### src/rtl/sum_accum_if.sv
// Valid/ready bundle between the adder stage, the sum_accum block and its result consumer.
// master = producer/consumer side, slave = sum_accum side.
interface sum_accum_if #(
  parameter int unsigned IN_W  = 3,
  parameter int unsigned ACC_W = 8,
  parameter int unsigned WIN   = 4
);
  localparam int unsigned CNT_W = $clog2(WIN + 1);

  logic             in_valid;
  logic             in_ready;
  logic [IN_W-1:0]  in_o1;
  logic [IN_W-1:0]  in_o2;
  logic             flush;
  logic             out_valid;
  logic             out_ready;
  logic [ACC_W-1:0] out_sum1;
  logic [ACC_W-1:0] out_sum2;
  logic [CNT_W-1:0] out_cnt;
  logic             out_ovf;

  modport master (
    output in_valid, in_o1, in_o2, flush, out_ready,
    input  in_ready, out_valid, out_sum1, out_sum2, out_cnt, out_ovf
  );

  modport slave (
    input  in_valid, in_o1, in_o2, flush, out_ready,
    output in_ready, out_valid, out_sum1, out_sum2, out_cnt, out_ovf
  );
endinterface

### src/rtl/sum_accum.sv
// Windowed accumulator for (o1, o2) adder-stage pairs; emits one result beat per window or flush.
// Optional macro SUM_ACCUM_CHECK_EN adds a sticky chk_err output flagging o2 != o1 + 1.
module sum_accum #(
  parameter int unsigned IN_W  = 3,
  parameter int unsigned ACC_W = 8,
  parameter int unsigned WIN   = 4
) (
  input  logic       clock,
  input  logic       reset,
  sum_accum_if.slave bus
`ifdef SUM_ACCUM_CHECK_EN
  ,
  output logic       chk_err
`endif
);

  localparam int unsigned CNT_W = $clog2(WIN + 1);
  localparam int unsigned SUM_W = ACC_W + 1;
  localparam logic [CNT_W-1:0] WinCnt = CNT_W'(WIN);

  typedef enum logic [0:0] {StAcc, StHold} state_e;

  state_e           state_q;
  logic [ACC_W-1:0] acc1_q;
  logic [ACC_W-1:0] acc2_q;
  logic [CNT_W-1:0] cnt_q;
  logic             ovf_q;

  logic             accept;
  logic [SUM_W-1:0] sum1;
  logic [SUM_W-1:0] sum2;
  logic [CNT_W-1:0] cnt_inc;
  logic             close_win;

  always_comb begin
    accept  = bus.in_valid && bus.in_ready;
    // One extra bit on each adder exposes the carry out of the accumulator.
    sum1    = {1'b0, acc1_q} + SUM_W'(bus.in_o1);
    sum2    = {1'b0, acc2_q} + SUM_W'(bus.in_o2);
    cnt_inc = cnt_q + CNT_W'(1);
    // A flush only closes a window that will hold at least one sample.
    close_win = (accept && (cnt_inc == WinCnt)) ||
                (bus.flush && (accept || (cnt_q != '0)));
  end

  always_ff @(posedge clock) begin
    if (reset) begin
      state_q <= StAcc;
      acc1_q  <= '0;
      acc2_q  <= '0;
      cnt_q   <= '0;
      ovf_q   <= 1'b0;
    end else begin
      unique case (state_q)
        StAcc: begin
          if (accept) begin
            acc1_q <= sum1[ACC_W-1:0];
            acc2_q <= sum2[ACC_W-1:0];
            cnt_q  <= cnt_inc;
            ovf_q  <= ovf_q | sum1[ACC_W] | sum2[ACC_W];
          end
          if (close_win) begin
            state_q <= StHold;
          end
        end
        StHold: begin
          if (bus.out_ready) begin
            state_q <= StAcc;
            acc1_q  <= '0;
            acc2_q  <= '0;
            cnt_q   <= '0;
            ovf_q   <= 1'b0;
          end
        end
        default: state_q <= StAcc;
      endcase
    end
  end

  assign bus.in_ready  = (state_q == StAcc) && !reset;
  assign bus.out_valid = (state_q == StHold);
  assign bus.out_sum1  = acc1_q;
  assign bus.out_sum2  = acc2_q;
  assign bus.out_cnt   = cnt_q;
  assign bus.out_ovf   = ovf_q;

`ifdef SUM_ACCUM_CHECK_EN
  logic [IN_W-1:0] o1_inc;

  assign o1_inc = bus.in_o1 + IN_W'(1);

  // Sticky until reset; the window handshake leaves it alone.
  always_ff @(posedge clock) begin
    if (reset) begin
      chk_err <= 1'b0;
    end else if (accept && (bus.in_o2 != o1_inc)) begin
      chk_err <= 1'b1;
    end
  end
`endif

`ifndef SYNTHESIS
  // A stalled result beat must not change until the consumer takes it.
  property p_hold_stable;
    @(posedge clock) disable iff (reset)
      (bus.out_valid && !bus.out_ready) |=>
        (bus.out_valid && $stable(bus.out_sum1) && $stable(bus.out_sum2) &&
         $stable(bus.out_cnt) && $stable(bus.out_ovf));
  endproperty
  a_hold_stable: assert property (p_hold_stable);
`endif

endmodule

### src/flat_wrapper.sv
// flat-port wrapper written by rule: the top's interface ports become plain ports
module sum_accum_flat 
#(
  parameter int unsigned IN_W  = 3,
  parameter int unsigned ACC_W = 8,
  parameter int unsigned WIN   = 4
)
  (clock, reset, bus_in_valid, bus_in_o1, bus_in_o2, bus_flush, bus_out_ready, bus_in_ready, bus_out_valid, bus_out_sum1, bus_out_sum2, bus_out_cnt, bus_out_ovf);
  sum_accum_if #(.IN_W(IN_W), .ACC_W(ACC_W), .WIN(WIN)) bus_i ();
  input  logic clock;
  input  logic reset;
  input wire logic [$bits(bus_i.in_valid)-1:0] bus_in_valid;
  input wire logic [$bits(bus_i.in_o1)-1:0] bus_in_o1;
  input wire logic [$bits(bus_i.in_o2)-1:0] bus_in_o2;
  input wire logic [$bits(bus_i.flush)-1:0] bus_flush;
  input wire logic [$bits(bus_i.out_ready)-1:0] bus_out_ready;
  output wire logic [$bits(bus_i.in_ready)-1:0] bus_in_ready;
  output wire logic [$bits(bus_i.out_valid)-1:0] bus_out_valid;
  output wire logic [$bits(bus_i.out_sum1)-1:0] bus_out_sum1;
  output wire logic [$bits(bus_i.out_sum2)-1:0] bus_out_sum2;
  output wire logic [$bits(bus_i.out_cnt)-1:0] bus_out_cnt;
  output wire logic [$bits(bus_i.out_ovf)-1:0] bus_out_ovf;
  assign bus_i.in_valid = bus_in_valid;
  assign bus_i.in_o1 = bus_in_o1;
  assign bus_i.in_o2 = bus_in_o2;
  assign bus_i.flush = bus_flush;
  assign bus_i.out_ready = bus_out_ready;
  assign bus_in_ready = bus_i.in_ready;
  assign bus_out_valid = bus_i.out_valid;
  assign bus_out_sum1 = bus_i.out_sum1;
  assign bus_out_sum2 = bus_i.out_sum2;
  assign bus_out_cnt = bus_i.out_cnt;
  assign bus_out_ovf = bus_i.out_ovf;
  sum_accum #(.IN_W(IN_W), .ACC_W(ACC_W), .WIN(WIN)) u_core (.clock(clock), .reset(reset), .bus(bus_i));
endmodule
### config.mk
export PLATFORM = sky130hd
export DESIGN_NAME = sum_accum_flat
export DESIGN_NICKNAME = d
export VERILOG_FILES = /design/src/rtl/sum_accum_if.sv /design/src/rtl/sum_accum.sv /design/src/flat_wrapper.sv
export SDC_FILE = /design/constraint.sdc
export NUM_CORES = 1
export LEC_CHECK = 0
export BUFFER_PORTS_ARGS = -buffer_cell sky130_fd_sc_hd__buf_4
export CAP_MARGIN = 30
export CORE_MARGIN = 2
export CORE_UTILIZATION = 54
export CTS_CLUSTER_SIZE = 40
export DETAILED_ROUTE_END_ITERATION = 7
export PLACE_DENSITY = 0.8
export SETUP_SLACK_MARGIN = 0.02
export SYNTH_ARGS = -nofsm -noshare
export SYNTH_HDL_FRONTEND = slang
export SYNTH_SLANG_ARGS = --single-unit
### constraint.sdc
create_clock -name clock -period 3.5 [get_ports clock]
set_input_delay 0.35 -clock clock [delete_from_list [all_inputs] [get_ports clock]]
set_output_delay 0.35 -clock clock [all_outputs]
set_load 0.01 [all_outputs]
### Yosys cells after proc, flatten, opt, wreduce, memory -nomap -nowiden

Cells that the tools add are included.

| word-level totals | value |
|---|---|
| register bits after elaboration | 21 |
| input bits | 11 |
| output and inout port bits | 22 |
| logic and storage cells | 37 |

| operators by class | value |
|---|---|
| $add $sub $neg | 3 |
| eq/ne operators | 3 |
| mux-type cells | 14 |
| bitwise gates (word level) | 3 |
| reduce and logical (&&, ||, !) cells | 9 |

Operators by type and width:

| cell | count |
|---|---|
| $pmux 8 s2 | 2 |
| $mux 8 | 3 |
| $add 8x3->9 | 2 |
| $mux 3 | 2 |
| $pmux 3 s2 | 1 |
| $logic_and 1x1->1 | 4 |
| $mux 1 | 4 |
| $pmux 1 s2 | 2 |
| $add 3x1->3 const B | 1 |
| $eq 3x3->1 const B | 1 |
| $reduce_bool 3->1 | 1 |
| $logic_or 1x1->1 | 2 |
| $ne 2x1->1 const B | 1 |
| $ne 2x2->1 const B | 1 |
| $or 1x1->1 | 2 |
| $reduce_and 2->1 | 1 |
| $logic_not 1->1 | 1 |
| $not 1->1 | 1 |

### Longest topological paths before layout

| depth | value |
|---|---|
| depth in word-level cells | 8 |
| gate-level depth with buffers | 6 |

### Least setup slack after synthesis

OpenSTA, ideal clock, no wires.

| timing | value |
|---|---|
| path type | flip-flop to flip-flop |
| start point | reg u_core.acc1_q[0] (netlist: u_core.bus.out_sum1[0]) |
| end point | reg u_core.acc1_q[6] (netlist: u_core.bus.out_sum1[6]) |
| setup time | 0.074 ns |
| arrival time | 1.548 ns |
| data required time | 3.426 ns |
| setup slack | 1.878 ns |
| cell stages (with the launch flop) | 7 |
| path buffers | 0 |
| clock period less this slack | 1.622 ns |
| cell sequence | dfxtp_1 -> ha_1 -> fa_1 -> a21o_1 -> o211ai_1 -> or4_1 -> o21ai_0 |

| on the way | value |
|---|---|
| word-level cells in the longest chain between the ends | 3 |

RTL lines:

| item | RTL line | text |
|---|---|---|
| from (decl) | sum_accum.sv:24 | `logic [ACC_W-1:0] acc1_q;` |
| from (signal assigned) | sum_accum.sv:57 | `acc1_q <= sum1[ACC_W-1:0];` |
| $add 8x3->9 | sum_accum.sv:38 | `sum1 = {1'b0, acc1_q} + SUM_W'(bus.in_o1);` |
| $mux 8 | sum_accum.sv:56 | `if (accept) begin` |
| $pmux 8 s2 | sum_accum.sv:54 | `unique case (state_q)` |

Every way passes these cells. The select of a mux whose other input is x is not followed.
A chain may end at the register's enable or synchronous reset.

### Final worst setup path

| timing | value |
|---|---|
| start point | reg u_core.state_q (netlist: u_core.bus.out_valid) |
| end point | reg u_core.acc2_q[5] (netlist: u_core.bus.out_sum2[5]) |

| on the way | value |
|---|---|
| word-level cells in the longest chain between the ends | 5 |
| elaborated cells between the ends (all ways) | 7 |
| those cells by class | eq/ne: 2; mux: 1; bitwise: 1; reduce/logical: 3 |

RTL lines:

| item | RTL line | text |
|---|---|---|
| from (decl) | sum_accum.sv:23 | `state_e state_q;` |
| from (signal assigned) | sum_accum.sv:48 | `state_q <= StAcc;` |
| from (signal assigned) | sum_accum.sv:63 | `state_q <= StHold;` |
| from (signal assigned) | sum_accum.sv:68 | `state_q <= StAcc;` |
| $not 1->1 | sum_accum.sv:54, sum_accum.sv:80 |  |
| $logic_and 1x1->1 | sum_accum.sv:80 | `assign bus.in_ready = (state_q == StAcc) && !reset;` |
| $logic_and 1x1->1 | sum_accum.sv:36 | `accept = bus.in_valid && bus.in_ready;` |
| $ne 2x1->1 (no line) | - |  |
| $reduce_and 2->1 (no line) | - |  |
| to (signal assigned) | sum_accum.sv:58 | `acc2_q <= sum2[ACC_W-1:0];` |
| to (decl) | sum_accum.sv:25 | `logic [ACC_W-1:0] acc2_q;` |

Several ways; a longest one is shown, not always the timed one.

==> run_results.csv <==
group,metric,value,unit
outcome,status,"finished, final reports clean",
cells_and_area,fin_nets,178,
floorplan,dieArea,2464,µm²
clocking,post-cts-setup-buffers,0,
clocking,insertion_delay,310,ps
logic_synthesis,synthFlopType,"dfxtp_1",
logic_synthesis,avgSynthCellArea,9.071,µm²
floorplan,coreArea,1962,µm²
sta,timing.slew.headroom,57.15,%
worst_setup_path,critPathKind,"reg2reg",
floorplan,ios,33,
cells_and_area,layout_common_cells,"32 x buf_4, 21 x dfxtp_1, 18 x nor2_1, 9 x nand2_1, 9 x ha_1",
logic_synthesis,synthDistinctLibCells,31,
floorplan,die_height,49.64,µm
sta,slew_violations,0,
sta,tns,0,ps
grt,grt_max_degree,15,
logic_synthesis,async_flop_share,0,%
logic_synthesis,synth-edff-count,0,
power_and_ir_drop,power.leakage,0.6365,nW
sta,max_freq,488.3,MHz
worst_setup_path,cp_cell_sequence,"nor3b_4 -> nor2_1 -> or4_1 -> a21oi_1",
clocking,cts_resized,0,
grt,grt_usage,21.97,%
clocking,cts_tree,"done",
cells_and_area,final_common_cell,"buf_4",
worst_setup_path,end_kind,"flop",
clocking,hold_buffers,0,
sta,rsz0062_at_grt,"no",
clocking,root_buffer,"clkbuf_4",
placement,dpl.cell_count,178,
worst_setup_path,slowest_delay,560,ps
logic_synthesis,yosys_warnings,0,
cells_and_area,diodes,0,
cells_and_area,utilization,71.36,%
clocking,cts_max_level,1,
cells_and_area,area_growth,24.47,%
drt,routed_wl,2.413,mm
worst_setup_path,crit_fanout,14,
sta,finClkSkew,1.875,ps
drt,firstDrtPassIters,4,
logic_synthesis,syn_nets,146,
min_path,hold_path_class,"in2reg",
drt,drtIter0Drc,24,
drt,ant_nets,0,
logic_synthesis,netlist_area,1125,µm²
power_and_ir_drop,p_per_area,333.9,nW/µm²
logic_synthesis,ys_ff_latch,21,
grt,grt_pass1_vias,927,
floorplan,initial_core_util,57.33,%
sta,finalCriticalPeriod,2048,ps
sta,setup_violations,0,
cells_and_area,fin_cells,182,
grt,antenna_found_initial,0,
worst_setup_path,slowest_stage,"or4_1",
power_and_ir_drop,vdd_drop_max,293.4,µV
floorplan,rows,16,
worst_setup_path,required,3740,ps
placement,io_buffer_count,32,
grt,grt_overflow,0,
drt,drt-wirelength-per-cell,13.26,µm
clocking,clock-sinks,21,
power_and_ir_drop,power,0.4675,mW
logic_synthesis,syn_inst,124,
drt,vias_per_cell,5.467,
sta,tightest_slew,640.3,ps
worst_setup_path,worstPathArrival,2280,ps
worst_setup_path,worstSetupStartpointType,"flop",
clocking,cts_buffers,3,
sta,min_period_over_period,58.51,%
run,timing.max_cap.violations,0,
floorplan,die_x,49.64,µm
sta,finalHoldViolations,0,
drt,drc,0,
clocking,clk_pin_slew_worst_paths,120,ps
clocking,cts.path.max_buffers,2,
logic_synthesis,synth-seq-area-share,37.37,%
cells_and_area,drive_gt1_share,25.81,%
grt,grt_pass1_wl,4.188,mm
placement,dp_hpwl,1.841,mm
drt,vias,995,
placement,place_congestion,0.8165,
sta,hold_ws,301.4,ps
==> registers in the layout, indices dropped and copies added (netlist names) <==
name / flops
u_core.bus.out_cnt: 3
u_core.bus.out_ovf: 1
u_core.bus.out_sum1: 8
u_core.bus.out_sum2: 8
u_core.bus.out_valid: 1
==> power breakdown <==
group	switching, mW	total, mW	internal [mW]	leakage, nW
clock	0.0763	0.119	0.0427	0.0177
sequential	0.0106	0.258	0.248	0.170
combinational	0.0476	0.0903	0.0427	0.448
total	0.134	0.468	0.333	0.637
==> worst max-delay path: cells and delay by family, from the launching register on <==
family / cells / cell delay [ps]
and+or+nand+nor: 3 / 1400
DFF: 1 / 410
AOI/OAI and AO/OA: 1 / 170
==> path summary, 6_finish.rpt <==
path	to	slack, ps	depth (start not counted)	startpoint
worst max register to register	u_core.bus.out_sum2[5]	1450	4	u_core.bus.out_valid
worst max-delay path	u_core.bus.out_sum2[5]	1450	4	u_core.bus.out_valid
worst min register to register	u_core.bus.out_sum1[6]	510	2	u_core.bus.out_sum1[6]
worst min-delay path	u_core.bus.out_cnt[0]	300	2	reset
==> final cells by class <==
class,instances,area (µm²)
sequential,21,420.4
timing repair buffer,32,240.2
clock buffer,3,22.52
inverter,4,15.01
fill,163,561.8
clock inverter,1,5.005
multi-input combinational,94,663.1
tap,27,33.78
==> kinds of logic (layout without fill, tap and decap cells) <==
group                    after synthesis  after routing  share of synthesized area [%]
XOR/XNOR                               7              7                          5.451
AO/OA/AOI/OAI                         33             33                          20.47
AND/OR/NAND/NOR                       43             43                          19.47
buffers and inverters                  9             40                          3.670
adder cells (fa/ha/maj)               11             11                          13.57
flip-flops                            21             21                          37.37
==> routing by layer <==
metal	GRT usage [%]	vias up	share of wire (%)	wire length, µm
li1	-	508	-	-
met1	30.21	461	49	1173
met2	34.22	22	45	1088
met3	3.939	4	4.8	117
met4	8.333	0	1.4	34
met5	0	-	0	0
==> per-stage QoR <==
step,area (µm²),setup WS [ps]
2_1_floorplan,1125,1878
3_3_place_gp,1373,1470
3_5_place_dp,1373,1396
4_1_cts,1400,1483
5_1_grt,1400,1286
6_report,1400,1452
==> synthesized netlist by cell type (2+ instances only) <==
| cell | instances | area, µm² |
|---|---|---|
| a21o_1 | 2 | 15.01 |
| a21oi_1 | 8 | 40.04 |
| a22oi_1 | 7 | 52.55 |
| a31oi_1 | 2 | 12.51 |
| a41o_1 | 2 | 20.02 |
| and3_1 | 2 | 12.51 |
| clkbuf_1 | 4 | 15.01 |
| dfxtp_1 | 21 | 420.4 |
| fa_1 | 2 | 40.04 |
| ha_1 | 9 | 112.6 |
| inv_1 | 4 | 15.01 |
| nand2_1 | 9 | 33.78 |
| nand2b_1 | 3 | 18.77 |
| nand3_1 | 3 | 15.01 |
| nor2_1 | 18 | 67.56 |
| o211ai_1 | 3 | 22.52 |
| o21ai_0 | 2 | 10.01 |
| o31ai_1 | 3 | 22.52 |
| or4_1 | 3 | 22.52 |
| xnor2_1 | 2 | 17.52 |
| xor2_1 | 5 | 43.79 |
Note: power is estimated with default switching activity, not from simulation.
